$ cat src/rtl/envelope_sequencer_if.sv
// Host and envelope-side signals of the envelope run controller.
// slave = sequencer, master = host/envelope model driving it.
interface envelope_sequencer_if #(
  parameter int WIDTH = 16,
  parameter int CNT_W = 16
);
  logic             start;
  logic             abort;
  logic             posen;
  logic             negen;
  logic [WIDTH-1:0] maxout;
  logic [WIDTH-1:0] minout;
  logic             gen_en;
  logic             env_reset;
  logic             busy;
  logic             done;
  logic             timeout;
  logic [WIDTH:0]   amplitude;
  logic [WIDTH-1:0] midpoint;
  logic [CNT_W-1:0] period;

  modport slave (
    input  start, abort, posen, negen,
    input  maxout, minout,
    output gen_en, env_reset, busy, done,
    output timeout, amplitude, midpoint, period
  );

  modport master (
    output start, abort, posen, negen,
    output maxout, minout,
    input  gen_en, env_reset, busy, done,
    input  timeout, amplitude, midpoint, period
  );
endinterface

$ cat src/rtl/envelope_sequencer.sv
// Run controller for the sine_cos -> envelope path:
// flush, settle, time NUM_PERIODS periods, capture.
module envelope_sequencer #(
  parameter int WIDTH         = 16,
  parameter int CNT_W         = 16,
  parameter int SETTLE_CYCLES = 64,
  parameter int NUM_PERIODS   = 4,
  parameter int TIMEOUT       = 60000
) (
  input logic                  clk,
  input logic                  reset,
  envelope_sequencer_if.slave  bus
);

  localparam int SW = $clog2(SETTLE_CYCLES + 2);
  localparam int PW = $clog2(NUM_PERIODS + 2);

  typedef enum logic [2:0] {
    S_IDLE,
    S_FLUSH,
    S_SETTLE,
    S_MEASURE,
    S_CAPTURE,
    S_DONE
  } state_t;

  state_t           state;
  logic [SW-1:0]    step;
  logic [PW-1:0]    pcnt;
  logic [CNT_W-1:0] per_cnt;
  logic [CNT_W-1:0] cand;
  logic [CNT_W-1:0] meas_cnt;
  logic [CNT_W-1:0] idle_cnt;

  logic signed [WIDTH:0] mx;
  logic signed [WIDTH:0] mn;
  logic signed [WIDTH:0] sum;
  logic [WIDTH:0]        amp;
  logic [CNT_W-1:0]      per_nxt;
  logic                  strobe;
  logic                  last;
  logic                  tmo;

  // Sign-extended arithmetic and per-cycle MEASURE decisions.
  always_comb begin
    mx      = $signed({bus.maxout[WIDTH-1], bus.maxout});
    mn      = $signed({bus.minout[WIDTH-1], bus.minout});
    sum     = mx + mn;
    amp     = mx - mn;
    per_nxt = (per_cnt == '1) ? per_cnt : per_cnt + 1'b1;
    strobe  = bus.posen | bus.negen;
    last    = bus.posen && (pcnt == PW'(NUM_PERIODS));
    tmo     = (meas_cnt == CNT_W'(TIMEOUT - 1)) ||
              ((idle_cnt == CNT_W'(TIMEOUT - 1)) && !strobe);
  end

  // Sequencer FSM with registered outputs; abort overrides any run.
  always_ff @(posedge clk or negedge reset) begin
    if (!reset) begin
      state         <= S_IDLE;
      step          <= '0;
      pcnt          <= '0;
      per_cnt       <= '0;
      cand          <= '0;
      meas_cnt      <= '0;
      idle_cnt      <= '0;
      bus.gen_en    <= 1'b0;
      bus.env_reset <= 1'b1;
      bus.busy      <= 1'b0;
      bus.done      <= 1'b0;
      bus.timeout   <= 1'b0;
      bus.amplitude <= '0;
      bus.midpoint  <= '0;
      bus.period    <= '0;
    end else if (bus.abort && state != S_IDLE) begin
      state         <= S_IDLE;
      bus.gen_en    <= 1'b0;
      bus.env_reset <= 1'b1;
      bus.busy      <= 1'b0;
      bus.done      <= 1'b0;
    end else begin
      unique case (state)
        S_IDLE: begin
          bus.done <= 1'b0;
          if (bus.start && !bus.abort) begin
            state         <= S_FLUSH;
            step          <= '0;
            bus.timeout   <= 1'b0;
            bus.busy      <= 1'b1;
            bus.env_reset <= 1'b0;
            bus.gen_en    <= 1'b0;
          end
        end
        S_FLUSH: begin
          step <= step + 1'b1;
          if (step == SW'(1)) begin
            state         <= S_SETTLE;
            step          <= '0;
            bus.env_reset <= 1'b1;
            bus.gen_en    <= 1'b1;
          end
        end
        S_SETTLE: begin
          step <= step + 1'b1;
          if (step == SW'(SETTLE_CYCLES - 1)) begin
            state    <= S_MEASURE;
            pcnt     <= '0;
            per_cnt  <= '0;
            meas_cnt <= '0;
            idle_cnt <= '0;
          end
        end
        S_MEASURE: begin
          meas_cnt <= meas_cnt + 1'b1;
          idle_cnt <= strobe ? '0 : idle_cnt + 1'b1;
          if (bus.posen) begin
            pcnt    <= pcnt + 1'b1;
            per_cnt <= '0;
            if (pcnt != '0) cand <= per_nxt;
          end else begin
            per_cnt <= per_nxt;
          end
          if (last) begin
            state <= S_CAPTURE;
          end else if (tmo) begin
            state       <= S_DONE;
            bus.timeout <= 1'b1;
            bus.done    <= 1'b1;
            bus.gen_en  <= 1'b0;
          end
        end
        S_CAPTURE: begin
          state         <= S_DONE;
          bus.amplitude <= amp;
          bus.midpoint  <= WIDTH'(sum >>> 1);
          bus.period    <= cand;
          bus.done      <= 1'b1;
          bus.gen_en    <= 1'b0;
        end
        S_DONE: begin
          state    <= S_IDLE;
          bus.done <= 1'b0;
          bus.busy <= 1'b0;
        end
        default: state <= S_IDLE;
      endcase
    end
  end

endmodule

$ cat src/flat_wrapper.sv
// flat-port wrapper written by rule: the top's interface ports become plain ports
module envelope_sequencer_flat 
#(
  parameter int WIDTH         = 16,
  parameter int CNT_W         = 16,
  parameter int SETTLE_CYCLES = 64,
  parameter int NUM_PERIODS   = 4,
  parameter int TIMEOUT       = 60000
)
  (clk, reset, bus_start, bus_abort, bus_posen, bus_negen, bus_maxout, bus_minout, bus_gen_en, bus_env_reset, bus_busy, bus_done, bus_timeout, bus_amplitude, bus_midpoint, bus_period);
  envelope_sequencer_if #(.WIDTH(WIDTH), .CNT_W(CNT_W)) bus_i ();
  input logic clk;
  input logic reset;
  input wire logic [$bits(bus_i.start)-1:0] bus_start;
  input wire logic [$bits(bus_i.abort)-1:0] bus_abort;
  input wire logic [$bits(bus_i.posen)-1:0] bus_posen;
  input wire logic [$bits(bus_i.negen)-1:0] bus_negen;
  input wire logic [$bits(bus_i.maxout)-1:0] bus_maxout;
  input wire logic [$bits(bus_i.minout)-1:0] bus_minout;
  output wire logic [$bits(bus_i.gen_en)-1:0] bus_gen_en;
  output wire logic [$bits(bus_i.env_reset)-1:0] bus_env_reset;
  output wire logic [$bits(bus_i.busy)-1:0] bus_busy;
  output wire logic [$bits(bus_i.done)-1:0] bus_done;
  output wire logic [$bits(bus_i.timeout)-1:0] bus_timeout;
  output wire logic [$bits(bus_i.amplitude)-1:0] bus_amplitude;
  output wire logic [$bits(bus_i.midpoint)-1:0] bus_midpoint;
  output wire logic [$bits(bus_i.period)-1:0] bus_period;
  assign bus_i.start = bus_start;
  assign bus_i.abort = bus_abort;
  assign bus_i.posen = bus_posen;
  assign bus_i.negen = bus_negen;
  assign bus_i.maxout = bus_maxout;
  assign bus_i.minout = bus_minout;
  assign bus_gen_en = bus_i.gen_en;
  assign bus_env_reset = bus_i.env_reset;
  assign bus_busy = bus_i.busy;
  assign bus_done = bus_i.done;
  assign bus_timeout = bus_i.timeout;
  assign bus_amplitude = bus_i.amplitude;
  assign bus_midpoint = bus_i.midpoint;
  assign bus_period = bus_i.period;
  envelope_sequencer #(.WIDTH(WIDTH), .CNT_W(CNT_W), .SETTLE_CYCLES(SETTLE_CYCLES), .NUM_PERIODS(NUM_PERIODS), .TIMEOUT(TIMEOUT)) u_core (.clk(clk), .reset(reset), .bus(bus_i));
endmodule
$ cat config.mk
export PLATFORM = sky130hd
export DESIGN_NAME = envelope_sequencer_flat
export DESIGN_NICKNAME = d
export VERILOG_FILES = /design/src/rtl/envelope_sequencer_if.sv /design/src/rtl/envelope_sequencer.sv /design/src/flat_wrapper.sv
export SDC_FILE = /design/constraint.sdc
export NUM_CORES = 1
export LEC_CHECK = 0
export ABC_CLOCK_PERIOD_IN_PS = 4200
export CORE_MARGIN = 2
export CORE_UTILIZATION = 39
export CTS_BUF_LIST = sky130_fd_sc_hd__clkbuf_8
export CTS_CLUSTER_SIZE = 25
export DETAILED_ROUTE_END_ITERATION = 10
export PLACE_DENSITY = 0.56
export SLEW_MARGIN = 5
export SYNTH_ARGS = -nofsm -noshare
export SYNTH_HDL_FRONTEND = slang
export SYNTH_SLANG_ARGS = --single-unit
$ cat constraint.sdc
create_clock -name clk -period 4.2 [get_ports clk]
set_input_delay 0.84 -clock clk [delete_from_list [all_inputs] [get_ports clk]]
set_output_delay 0.84 -clock clk [all_outputs]
set_load 0.03 [all_outputs]
==> out/qor.yml <==
place:
  numPortBuffers: 91
  hpwl_um: 13290
  place_worst_setup_slack_ns: 0.5424
  dp.cells: 1220
  gp_congestion: 0.8217
synth:
  netlist_area_um2: 7689
  synth_top_family_by_area: "simple AND/OR/NAND/NOR gates"
  muxShareOfSynthArea_pct: 0.6835
  synth.avg_cell_area_um2: 8.600
  synth.largest_area_cell: "dfrtp_1"
  yosysWarnings: 0
  synth_common_cells: "170 x nand2_1, 130 x dfrtp_1, 119 x o21ai_0"
  synth_most_common_cell: "nand2_1"
  synth_top_area_share_pct: 42.31
  synth-xor-area-share_pct: 4.557
  ys_ff_latch: 131
  synthSimpleGateAreaFrac_pct: 22.41
  synth_adder_area_share_pct: 6.867
  syn_nets: 973
  synth_flop_cell: "dfrtp_1"
  synth_area_leaders: "dfrtp_1 42%, nand2_1 8.3%, o21ai_0 7.7%"
  synthCells: 894
  yosysUniqueCellTypes: 76
  async_flop_share_pct: 100.0
  synth-edff-count: 0
  yosysSeqAreaShare_pct: 42.65
  synth-compound-area-share_pct: 18.70
die:
  core_um2: 19400
  num_rows: 51
  die_h_um: 144.4
  die_w_um: 144.4
  start_util_pct: 39.63
  dieArea_um2: 20850
  boundaryPins: 92
route:
  drtIter0Drc: 412
  totalWireLength_um: 18540
  via_per_inst: 5.162
  first_pass_iters: 5
  drc: 0
  num_vias: 6463
  routedWlPerCell_um: 14.81
  detail-route-antenna-nets: 0
cts:
  clock-sinks: 131
  cts_tree: "yes"
  clkLatencyLatePin_ns: 0.45
  h-tree-depth: 4
  post-cts-setup-buffer-count: 0
  path_clk_slew_ns: 0.10
  cts_resized: 0
  cts_buffers: 17
  cts_hold_repair.buffers: 0
  ctsRootBufferMaster: "clkbuf_8"
  cts_buffer_depth: 2
worst_setup_path:
  crit_required_ns: 4.58
  worstSetupEndpointType: "flop"
  arrival_ns: 3.61
  cp_max_fo: 3
  r2r-start: "u_core.state[0]"
  critPathLaunch: "bus_minout[0]"
  crit_type: "in -> reg"
  crit_path_start_kind: "input pin"
power:
  p_leak_uw: 0.004076
  ir_worst_vdd_v: 0.0002086
  p_per_area_nw_per_um2: 484.8
global_routing:
  antenna_found_initial: 0
  grt_pass1_vias: 6041
  grt_use_total_pct: 18.38
  grt_start_max_net_pins: 84
  grt_pass1_wl_um: 30540
  overflow: 0
layout:
  multi_input_area_um2: 4100
  drive_gt1_share_pct: 7.396
  seq_area_um2: 3279
  nets: 1053
  num-fill-cells: 1943
  final_cells: 1252
  diodes: 0
  area_growth_pct: 20.11
timing:
  slew_headroom_pct: 38.36
  hold_viol_final: 0
  setup_ws_ns: 0.9789
  maxSlewViolCount: 0
  rsz0062_at_grt: "false"
  period_share_pct: 76.69
  setup_viol: 0
  clock.fmax_mhz: 310.5
  finalSetupTns_ns: 0
  worst_pin_slew_ns: 0.9220
  period_minus_slack_ns: 3.221
  skew_ns: 0.01522
outcome:
  status: "complete, no violations"
worst_hold_path:
  worstHoldPathType: "in -> async"
run:
  cap_viol_max_count: 0
## logic make-up after synthesis
logic type      count (synthesis)
compound gates                239
xor+xnor                       40
mux                             5
fa+ha+maj                      41
simple gates                  363
buf+inv                        75
flops                         131
## path summary, 6_finish.rpt
path                                           end  slack [ns]  cells after the start
setup / recovery           u_core.bus.midpoint[15]        0.98                     10
hold / removal             u_core.bus.amplitude[6]        0.43                      1
setup reg to reg                u_core.idle_cnt[9]        1.54                      6
hold reg to reg              u_core.bus.period[14]        0.47                      2
max in group asynchronous      u_core.idle_cnt[11]        2.98                      2
min in group clk             u_core.bus.period[14]        0.47                      2
## report_power, final
group,internal [µW],switching (µW)
Clock,498,598
Sequential,1540,258
Combinational,663,920
## cells in the final DEF (no fill, tap or decap), types with 4 or more instances in the layout
cell | netlist | layout
ha_1 | 39 | 39
a211oi_1 | 4 | 4
dfrtp_1 | 130 | 130
nand2b_1 | 16 | 15
a21o_1 | 7 | 7
xnor2_1 | 21 | 21
buf_4 | 4 | 8
nand3_1 | 23 | 23
inv_6 | 0 | 8
clkbuf_8 | 0 | 17
inv_1 | 36 | 36
o21ai_0 | 119 | 119
a21oi_1 | 42 | 42
nor2b_1 | 9 | 9
a31oi_1 | 16 | 16
clkdlybuf4s50_1 | 0 | 90
and3_1 | 15 | 15
nor4_1 | 4 | 4
o31ai_1 | 11 | 11
nand2_1 | 170 | 170
nor3_1 | 10 | 10
nor2_1 | 68 | 67
nand4_1 | 15 | 15
xor2_1 | 19 | 19
## critical path, stage by stage
cell	delay, ns
clkdlybuf4s50_1	0.44
ha_1	0.24
fa_1	0.40
nor2b_1	0.17
o311ai_1	0.40
a21oi_1	0.19
a221oi_2	0.40
o31ai_1	0.16
o211ai_1	0.21
o211a_1	0.16
## state kept, by name (all words and copies together), names as in the netlist, 3 cells and up
name / flops
u_core.meas_cnt: 16
u_core.bus.period: 16
u_core.cand: 16
u_core.pcnt: 3
u_core.bus.amplitude: 17
u_core.state: 3
u_core.per_cnt: 16
u_core.bus.midpoint: 16
u_core.step: 7
u_core.idle_cnt: 16
## per-stage QoR
stage	utilization, %	hold WS, ns	power (µW)	instance area [µm²]
5_1_grt	47.61	0.4730	4771	9235
3_3_place_gp	45.56	0.4479	3400	8838
2_1_floorplan	-	0.4386	2783	7689
6_report	47.61	0.4291	4478	9235
4_1_cts	47.61	0.4639	4527	9235
3_5_place_dp	45.56	0.4535	3419	8838
## area by class of cell
class,count,share of cell area [%]
Clock buffer,17,2.534
Clock inverter,15,1.761
Inverter,36,1.463
Multi-Input combinational cell,688,44.40
Sequential cell,131,35.51
Tap cell,265,3.590
Timing Repair Buffer,100,10.74
## per-layer routing
metal | share of wire (%) | GRT usage [%]
met4 | 0.81 | 4.650
met2 | 43 | 27.61
met1 | 52 | 27.21
met5 | 0 | 0
met3 | 4.5 | 3.510
Note: power is estimated with default switching activity, not from simulation.
